`src/rtl/gx4000_pkg.sv`:
```
// rtl/gx4000_pkg.sv - shared types and widths for the GX4000 memory arbiter
package gx4000_pkg;

  localparam int MEM_AW = 23;
  localparam int MEM_DW = 8;

  typedef enum logic [1:0] {OWN_LD, OWN_DMA, OWN_CPU} owner_e;

  typedef enum logic [1:0] {IDLE, CMD, WAIT, ACK} arb_state_e;

endpackage

```
`src/rtl/gx4000_arb_prio.sv`:
```
// rtl/gx4000_arb_prio.sv - 3-way priority select (ld > dma > cpu) with CPU starvation override
module gx4000_arb_prio
  import gx4000_pkg::*;
#(
  parameter int CPU_MAX_WAIT = 4
) (
  input  logic       ld_req,
  input  logic       dma_req,
  input  logic       cpu_req,
  input  logic [7:0] cpu_wait,
  output owner_e     owner,
  output logic       grant_valid
);

  logic cpu_starved;

  // >= rather than == so a loader grant landing on the threshold cannot push the CPU past its bound.
  assign cpu_starved = (cpu_wait >= 8'(CPU_MAX_WAIT));

  always_comb begin
    owner       = OWN_LD;
    grant_valid = ld_req | dma_req | cpu_req;
    if (ld_req) begin
      owner = OWN_LD;
    end else if (cpu_req && (cpu_starved || !dma_req)) begin
      owner = OWN_CPU;
    end else if (dma_req) begin
      owner = OWN_DMA;
    end
  end

endmodule

```
`src/rtl/gx4000_mem_arbiter.sv`:
```
// rtl/gx4000_mem_arbiter.sv - sequences loader, DMA and CPU accesses onto the single external memory port
module gx4000_mem_arbiter
  import gx4000_pkg::*;
#(
  parameter int MEM_LAT      = 2,
  parameter int CPU_MAX_WAIT = 4
) (
  input  logic              clk_sys,
  input  logic              reset_n,
  input  logic              enable,
  input  logic              ld_req,
  input  logic [MEM_AW-1:0] ld_addr,
  input  logic [MEM_DW-1:0] ld_wdata,
  output logic              ld_ack,
  input  logic              dma_req,
  input  logic [MEM_AW-1:0] dma_addr,
  output logic              dma_ack,
  output logic [MEM_DW-1:0] dma_rdata,
  input  logic              cpu_req,
  input  logic              cpu_we,
  input  logic [MEM_AW-1:0] cpu_addr,
  input  logic [MEM_DW-1:0] cpu_wdata,
  output logic              cpu_ack,
  output logic [MEM_DW-1:0] cpu_rdata,
  output logic [MEM_AW-1:0] mem_addr,
  output logic [MEM_DW-1:0] mem_data,
  output logic              mem_wr,
  output logic              mem_rd,
  input  logic [MEM_DW-1:0] mem_q
);

  arb_state_e        state_q, state_d;
  owner_e            owner_q, owner_d;
  logic              we_q, we_d;
  logic [MEM_AW-1:0] addr_q, addr_d;
  logic [MEM_DW-1:0] wdata_q, wdata_d;
  logic [3:0]        lat_cnt_q, lat_cnt_d;
  logic [7:0]        cpu_wait_q, cpu_wait_d;
  logic [MEM_DW-1:0] dma_rdata_q, dma_rdata_d;
  logic [MEM_DW-1:0] cpu_rdata_q, cpu_rdata_d;

  owner_e            grant_owner;
  logic              grant_valid;

  gx4000_arb_prio #(
    .CPU_MAX_WAIT (CPU_MAX_WAIT)
  ) u_prio (
    .ld_req      (ld_req),
    .dma_req     (dma_req),
    .cpu_req     (cpu_req),
    .cpu_wait    (cpu_wait_q),
    .owner       (grant_owner),
    .grant_valid (grant_valid)
  );

  assign mem_addr  = addr_q;
  assign mem_data  = wdata_q;
  assign dma_rdata = dma_rdata_q;
  assign cpu_rdata = cpu_rdata_q;

  always_comb begin
    state_d     = state_q;
    owner_d     = owner_q;
    we_d        = we_q;
    addr_d      = addr_q;
    wdata_d     = wdata_q;
    lat_cnt_d   = lat_cnt_q;
    cpu_wait_d  = cpu_wait_q;
    dma_rdata_d = dma_rdata_q;
    cpu_rdata_d = cpu_rdata_q;
    mem_wr      = 1'b0;
    mem_rd      = 1'b0;
    ld_ack      = 1'b0;
    dma_ack     = 1'b0;
    cpu_ack     = 1'b0;

    unique case (state_q)
      IDLE: begin
        if (enable && grant_valid) begin
          owner_d = grant_owner;
          state_d = CMD;
          case (grant_owner)
            OWN_LD: begin
              addr_d  = ld_addr;
              wdata_d = ld_wdata;
              we_d    = 1'b1;
            end
            OWN_DMA: begin
              addr_d  = dma_addr;
              wdata_d = '0;
              we_d    = 1'b0;
            end
            default: begin
              addr_d  = cpu_addr;
              wdata_d = cpu_wdata;
              we_d    = cpu_we;
            end
          endcase
          // Counts grants the CPU lost while it was actually asking.
          if (grant_owner == OWN_CPU) begin
            cpu_wait_d = 8'd0;
          end else if (cpu_req && (cpu_wait_q != 8'hFF)) begin
            cpu_wait_d = cpu_wait_q + 8'd1;
          end
        end
      end
      CMD: begin
        mem_wr = we_q;
        mem_rd = !we_q;
        if (we_q) begin
          state_d = ACK;
        end else begin
          state_d   = WAIT;
          lat_cnt_d = 4'(MEM_LAT - 1);
        end
      end
      WAIT: begin
        if (lat_cnt_q == 4'd0) begin
          if (owner_q == OWN_DMA) begin
            dma_rdata_d = mem_q;
          end else begin
            cpu_rdata_d = mem_q;
          end
          state_d = ACK;
        end else begin
          lat_cnt_d = lat_cnt_q - 4'd1;
        end
      end
      ACK: begin
        case (owner_q)
          OWN_LD:  ld_ack  = 1'b1;
          OWN_DMA: dma_ack = 1'b1;
          default: cpu_ack = 1'b1;
        endcase
        state_d = IDLE;
      end
    endcase
  end

  always_ff @(posedge clk_sys or negedge reset_n) begin
    if (!reset_n) begin
      state_q     <= IDLE;
      owner_q     <= OWN_LD;
      we_q        <= 1'b0;
      addr_q      <= '0;
      wdata_q     <= '0;
      lat_cnt_q   <= 4'd0;
      cpu_wait_q  <= 8'd0;
      dma_rdata_q <= '0;
      cpu_rdata_q <= '0;
    end else begin
      state_q     <= state_d;
      owner_q     <= owner_d;
      we_q        <= we_d;
      addr_q      <= addr_d;
      wdata_q     <= wdata_d;
      lat_cnt_q   <= lat_cnt_d;
      cpu_wait_q  <= cpu_wait_d;
      dma_rdata_q <= dma_rdata_d;
      cpu_rdata_q <= cpu_rdata_d;
    end
  end

endmodule

```
`config.mk`:
```
export PLATFORM = sky130hd
export DESIGN_NAME = gx4000_mem_arbiter
export DESIGN_NICKNAME = d
export VERILOG_FILES = /design/src/rtl/gx4000_pkg.sv /design/src/rtl/gx4000_arb_prio.sv /design/src/rtl/gx4000_mem_arbiter.sv
export SDC_FILE = /design/constraint.sdc
export NUM_CORES = 1
export LEC_CHECK = 0
export CAP_MARGIN = 20
export CORE_UTILIZATION = 42
export DETAILED_ROUTE_END_ITERATION = 10
export PLACE_DENSITY_LB_ADDON = 0.12
export SLEW_MARGIN = 20
export SYNTH_ARGS = -nofsm -noshare
export SYNTH_HDL_FRONTEND = slang
export SYNTH_HIERARCHICAL = 1
export SYNTH_SLANG_ARGS = --single-unit
```
`constraint.sdc`:
```
create_clock -name clk_sys -period 2.9 [get_ports clk_sys]
set_clock_uncertainty 0.15 [all_clocks]
set_input_delay 0.29 -clock clk_sys [delete_from_list [all_inputs] [get_ports clk_sys]]
set_output_delay 0.29 -clock clk_sys [all_outputs]
set_load 0.02 [all_outputs]
```
After elaboration in Yosys (flattened, before gate mapping):

Index checks and enable logic that the tools add are counted.

* register bits: 64

* equality and inequality tests: 11
* add/sub/neg operators: 2
* reductions and logical operators: 19
* mux-type cells: 23
* magnitude comparators: 1
* bitwise operators: 3

Operators with widths (number)
* 23-bit one-hot mux with 2 select lines: 1
* 8-bit 2-to-1 mux: 2
* 8-bit one-hot mux with 2 select lines: 1
* 3-bit AND reduction: 4
* 1-bit 2-to-1 mux: 10
* 8-bit by 1-bit adder with 8-bit output (second input constant): 1
* 8-bit by 3-bit >= comparator with 1-bit output (second input constant): 1
* 2-bit 2-to-1 mux: 4
* 4-bit 2-to-1 mux: 2
* 2-bit != test (second input constant): 4
* 8-bit != test (second input constant): 1
* 2-bit one-hot mux with 4 select lines: 1
* 4-bit one-hot mux with 2 select lines: 1
* 2-bit by 1-bit == test with 1-bit output (second input constant): 3
* 2-bit == test (second input constant): 3
* 2-bit logical NOT: 3
* 4-bit logical NOT: 1
* 2-bit AND reduction: 2
* 2-bit nonzero test: 2
* 4-bit by 1-bit subtractor with 4-bit output (second input constant): 1
* 1-bit logical AND: 3
* 1-bit logical NOT: 2
* 1-bit bitwise OR: 2
* 1-bit one-hot mux with 2 select lines: 1
* 3 further kinds: 3

Depth between registers and ports, before layout:

* depth after elaboration: 8
* depth in mapped cells: 9
* mapped depth without buffers: 7

Hierarchy:

The synthesis kept the hierarchy.

By module, submodules not included
* gx4000_mem_arbiter: cells each 339, area an instance 3269.4 um^2, seq. area each 1601.5 um^2, instances 1
* gx4000_arb_prio: cells each 5, area an instance 45.0 um^2, seq. area each 0.0 um^2, instances 1

Worst setup path before layout:

Ideal clock, no wire load.

* kind: register -> register
* start point: register cpu_wait_q[2]
* end point: register wdata_q[0] (netlist: mem_data[0])
* data arrival time: 2251 ps
* library setup time: 126 ps
* data required time: 2624 ps
* cell stages (with the launch flop): 9
* buffers on the path: 2
* period minus slack after synthesis: 2527 ps
* slack: 373 ps
* cell sequence: dfrtp_1 -> or4b_1 -> o41ai_2 -> and3b_1 -> buf_2 -> buf_2 -> nor2_1 -> a221oi_1 -> nor2_1

* cells in the longest elaborated chain, start to end: 7

Ends and longest elaborated chain
* start: declaration: RTL line gx4000_mem_arbiter.sv:38 `logic [7:0] cpu_wait_q, cpu_wait_d;`
* start signal: assignment: RTL line gx4000_mem_arbiter.sv:158 `cpu_wait_q <= cpu_wait_d;`
* 8-bit by 3-bit >= comparator with 1-bit output (*): RTL line gx4000_arb_prio.sv:18 `assign cpu_starved = (cpu_wait >= 8'(CPU_MAX_WAIT));`
* 1-bit logical OR (*): RTL line gx4000_arb_prio.sv:25 `end else if (cpu_req && (cpu_starved || !dma_req)) begin`
* 1-bit logical AND (*): RTL line gx4000_arb_prio.sv:25
* 2-bit 2-to-1 mux (*): RTL line gx4000_arb_prio.sv:25
* 2-bit 2-to-1 mux (*): RTL line gx4000_arb_prio.sv:23 `if (ld_req) begin`
* via grant_owner[0]: RTL line gx4000_mem_arbiter.sv:42 `owner_e grant_owner;`
* 2-bit by 1-bit == test with 1-bit output / 2-bit logical NOT (equally long branches): RTL line gx4000_mem_arbiter.sv:82 `case (grant_owner)`
* 8-bit one-hot mux with 2 select lines (*): RTL line gx4000_mem_arbiter.sv:82
* end signal: assignment: RTL line gx4000_mem_arbiter.sv:156 `wdata_q <= wdata_d;`
* end: declaration: RTL line gx4000_mem_arbiter.sv:36 `logic [MEM_DW-1:0] wdata_q, wdata_d;`

The timed path passes the listed nets; every way through them passes the cells marked *.
A chain may end at the register's enable or synchronous reset.

Worst setup path in the final report:

* start point: register cpu_wait_q[2]
* end point: register addr_q[17] (netlist: mem_addr[17])

* cells in the longest elaborated chain, start to end: 7

Ends and longest elaborated chain
* 8-bit by 3-bit >= comparator with 1-bit output (*): RTL line gx4000_arb_prio.sv:18
* 1-bit logical OR (*): RTL line gx4000_arb_prio.sv:25
* 1-bit logical AND (*): RTL line gx4000_arb_prio.sv:25
* 2-bit 2-to-1 mux (*): RTL line gx4000_arb_prio.sv:25
* 2-bit 2-to-1 mux (*): RTL line gx4000_arb_prio.sv:23
* via grant_owner[0]: RTL line gx4000_mem_arbiter.sv:42
* 2-bit by 1-bit == test with 1-bit output / 2-bit logical NOT (equally long branches): RTL line gx4000_mem_arbiter.sv:82
* 23-bit one-hot mux with 2 select lines (*): RTL line gx4000_mem_arbiter.sv:82
* end signal: assignment: RTL line gx4000_mem_arbiter.sv:155 `addr_q <= addr_d;`
* end: declaration: RTL line gx4000_mem_arbiter.sv:35 `logic [MEM_AW-1:0] addr_q, addr_d;`

Marked as above.

==> out/summary.txt <==
Peak supply drop -> 0.337 mV
die area -> 8250 µm²
relative slew slack -> 0.463
drt drc -> 0
RSZ-0062 raised after global routing -> no
initial core utilization -> 0.431
vias -> 3,063
Worst Hold Launch -> mem_addr[4]$_DFFE_PN0P_
Detailed Routing Iterations Pass 1 -> 4
clock buffer count from CTS -> 9
Commonest cells post-synth -> dfrtp_1, nor2_1, nand2_1, o21ai_0, a21oi_1
post-synthesis sequential area ratio -> 0.483
post-synthesis register bit count -> 64
crit-path max FO -> 7
diode count -> 0
WS Path Type -> reg -> reg
syn_nets -> 451
Post-synth EDFFs -> 0
count leader, synth -> dfrtp_1
reg2reg path depth -> 8
Setup-failing EPs final -> 0
worst path arrival time -> 2670 ps
final routed wire length divided by cell count -> 14.8 µm
Worst R2R End -> mem_addr[17]$_DFFE_PN0P_
Antenna Violating Nets Remaining -> 0
grt ovf -> 0
number of port buffers -> 151
Die W -> 90.8 µm
CTS HTree Levels -> 3
Fmax -> 383 MHz
final critical-path share of the clock period -> 0.901
CTS tree -> done
WHS Endpoint -> mem_addr[4]$_DFFE_PN0P_
CTS sink count -> 64
Clock Tree Buf Depth -> 2
GRT Overall Usage -> 0.229
Final Hold Vio Count -> 0
largest net degree at the start of global routing -> 65
gpl congestion -> 0.821
Synth top area share -> 0.483
Min Clock Period, post-route -> 2610 ps
first-pass GRT wire length -> 14,800 µm
initial DRC count -> 112
Via density -> 5.06
status -> completed
ys flop type -> dfrtp_1
Yosys warning total -> 6
worst-margin pin slew -> 806 ps
DRT Wirelength -> 8930 µm
setup tns final -> 0 ps
Synth area leaders -> dfrtp_1, mux2i_1, nor2_1, o21ai_0, nand2_1
R2R Setup Slk -> 290 ps
Leak -> 2.17 nW
site row count -> 32
Cells after Synth -> 344
placed wire-length estimate -> 6680 µm
core footprint -> 7690 µm²
Cell variety after synth -> 41
Syn Area/Cell -> 9.63 µm²
Max-Cap Viols -> 0
ys async rst share -> 1.00
Yosys top cell by area -> dfrtp_1
Critical Path Source -> cpu_wait_q[2]$_DFFE_PN0P_
Clock Latency Late Sink -> 340 ps
Area Growth Syn to Fin -> 55.4%
post-route core utilization -> 0.670
min-delay worst type -> reg -> reg
initial antenna violation count -> 0
layout cells sized above 1 -> 0.0994
Ports -> 152
CP required -> 2960 ps
WHS Path Cells -> 2
total power -> 4.43 mW
vias in the first global route -> 3,142
max-slew violation count -> 0
Root Buffer -> clkbuf_8
startpoint types -> flip-flop
Synth Cell Area -> 3310 µm²
total power divided by cell area -> 861 nW/µm²
RR Startpoint -> cpu_wait_q[2]$_DFFE_PN0P_
CP Capture Type -> flip-flop
CTS clk-pin slew, worst paths -> 70 ps
height of the die -> 90.8 µm
hold_ws -> 330 ps
NumNets Final -> 605
-- timing repair --
item	CTS	global route
gates resized for setup	0	1
setup buffers	0	0
endpoints found under the setup margin	0	3
hold buffers	1	0
endpoints found under the hold margin	8	0
-- worst max-delay path: stages (launching register included) --
cell and delay, ps:
dfrtp_1 450, or4b_1 550, o41ai_2 250, and3b_2 340
buf_4 220, mux2i_1 220, nor2_1 50, a21oi_1 130
o21ai_0 110
-- layout by cell type, fill, tap and decap left out, types with 3 or more instances in the layout --
master,netlist,layout
clkinvlp_4,0,4
nor2_1,45,44
clkdlybuf4s50_1,0,150
a221oi_1,8,8
mux2_4,8,8
nand2b_1,3,3
nand2_1,40,40
nand3_1,12,11
clkbuf_8,0,10
ha_1,7,7
mux2_2,8,8
buf_4,0,9
o211ai_1,4,4
inv_1,10,10
o21ai_0,33,33
a21oi_1,26,26
or3_1,4,4
dfrtp_1,64,64
mux2i_1,23,23
-- how the worst max path moves through the flow --
stage / endpoint / cells past startpoint
after global placement: mem_addr[2]$_DFFE_PN0P_ / 9
after floorplan: mem_data[0]$_DFFE_PN0P_ / 8
final: mem_addr[17]$_DFFE_PN0P_ / 8
after global routing: mem_addr[15]$_DFFE_PN0P_ / 8
after detailed placement: mem_addr[2]$_DFFE_PN0P_ / 9
after CTS: mem_addr[17]$_DFFE_PN0P_ / 8
-- cell type report --
class / count / area, µm²
Fill cell: 632 / 2540
Sequential cell: 64 / 1600
Tap cell: 102 / 128
Timing Repair Buffer: 162 / 1600
Clock inverter: 6 / 43.8
Inverter: 10 / 37.5
Clock buffer: 10 / 138
Multi-Input combinational cell: 251 / 1600
-- registers in the layout (all words and copies together), names as in the netlist --
name,count
mem_addr,23
cpu_rdata,8
cpu_wait_q,8
dma_rdata,8
mem_data,8
lat_cnt_q,4
owner_q,2
state_q,2
we_q,1
-- report_power, final --
group | internal (mW) | leakage (nW) | switching (mW) | total (mW)
Clock | 0.334 | 0.0809 | 0.366 | 0.700
Combinational | 1.09 | 1.30 | 1.11 | 2.21
Sequential | 1.28 | 0.784 | 0.246 | 1.52
-- metrics by stage --
step / setup WS [ps] / instances / instance area, µm²
6_report: 288 / 605 / 5150
5_1_grt: 81.9 / 605 / 5150
4_1_cts: 191 / 605 / 5150
3_5_place_dp: -20.7 / 588 / 4960
3_3_place_gp: -1.09 / 588 / 4960
2_1_floorplan: 373 / 344 / 3310
-- routing by layer --
layer / routed length [µm] / part of all wire / vias up / global-route usage
met5: 0 / 0 / - / 0
met4: 187 / 0.021 / 0 / 0.104
met3: 688 / 0.077 / 16 / 0.0657
met2: 4490 / 0.50 / 117 / 0.395
li1: - / - / 1525 / -
met1: 3560 / 0.40 / 1405 / 0.263
-- kinds of logic after synthesis --
family / after synthesis / synth area share
compound gates: 83 / 0.151
flops: 64 / 0.483
fa+ha+maj: 7 / 0.0264
mux: 39 / 0.133
buf+inv: 29 / 0.0389
simple gates: 122 / 0.167
(Power assumes the default switching activity.)
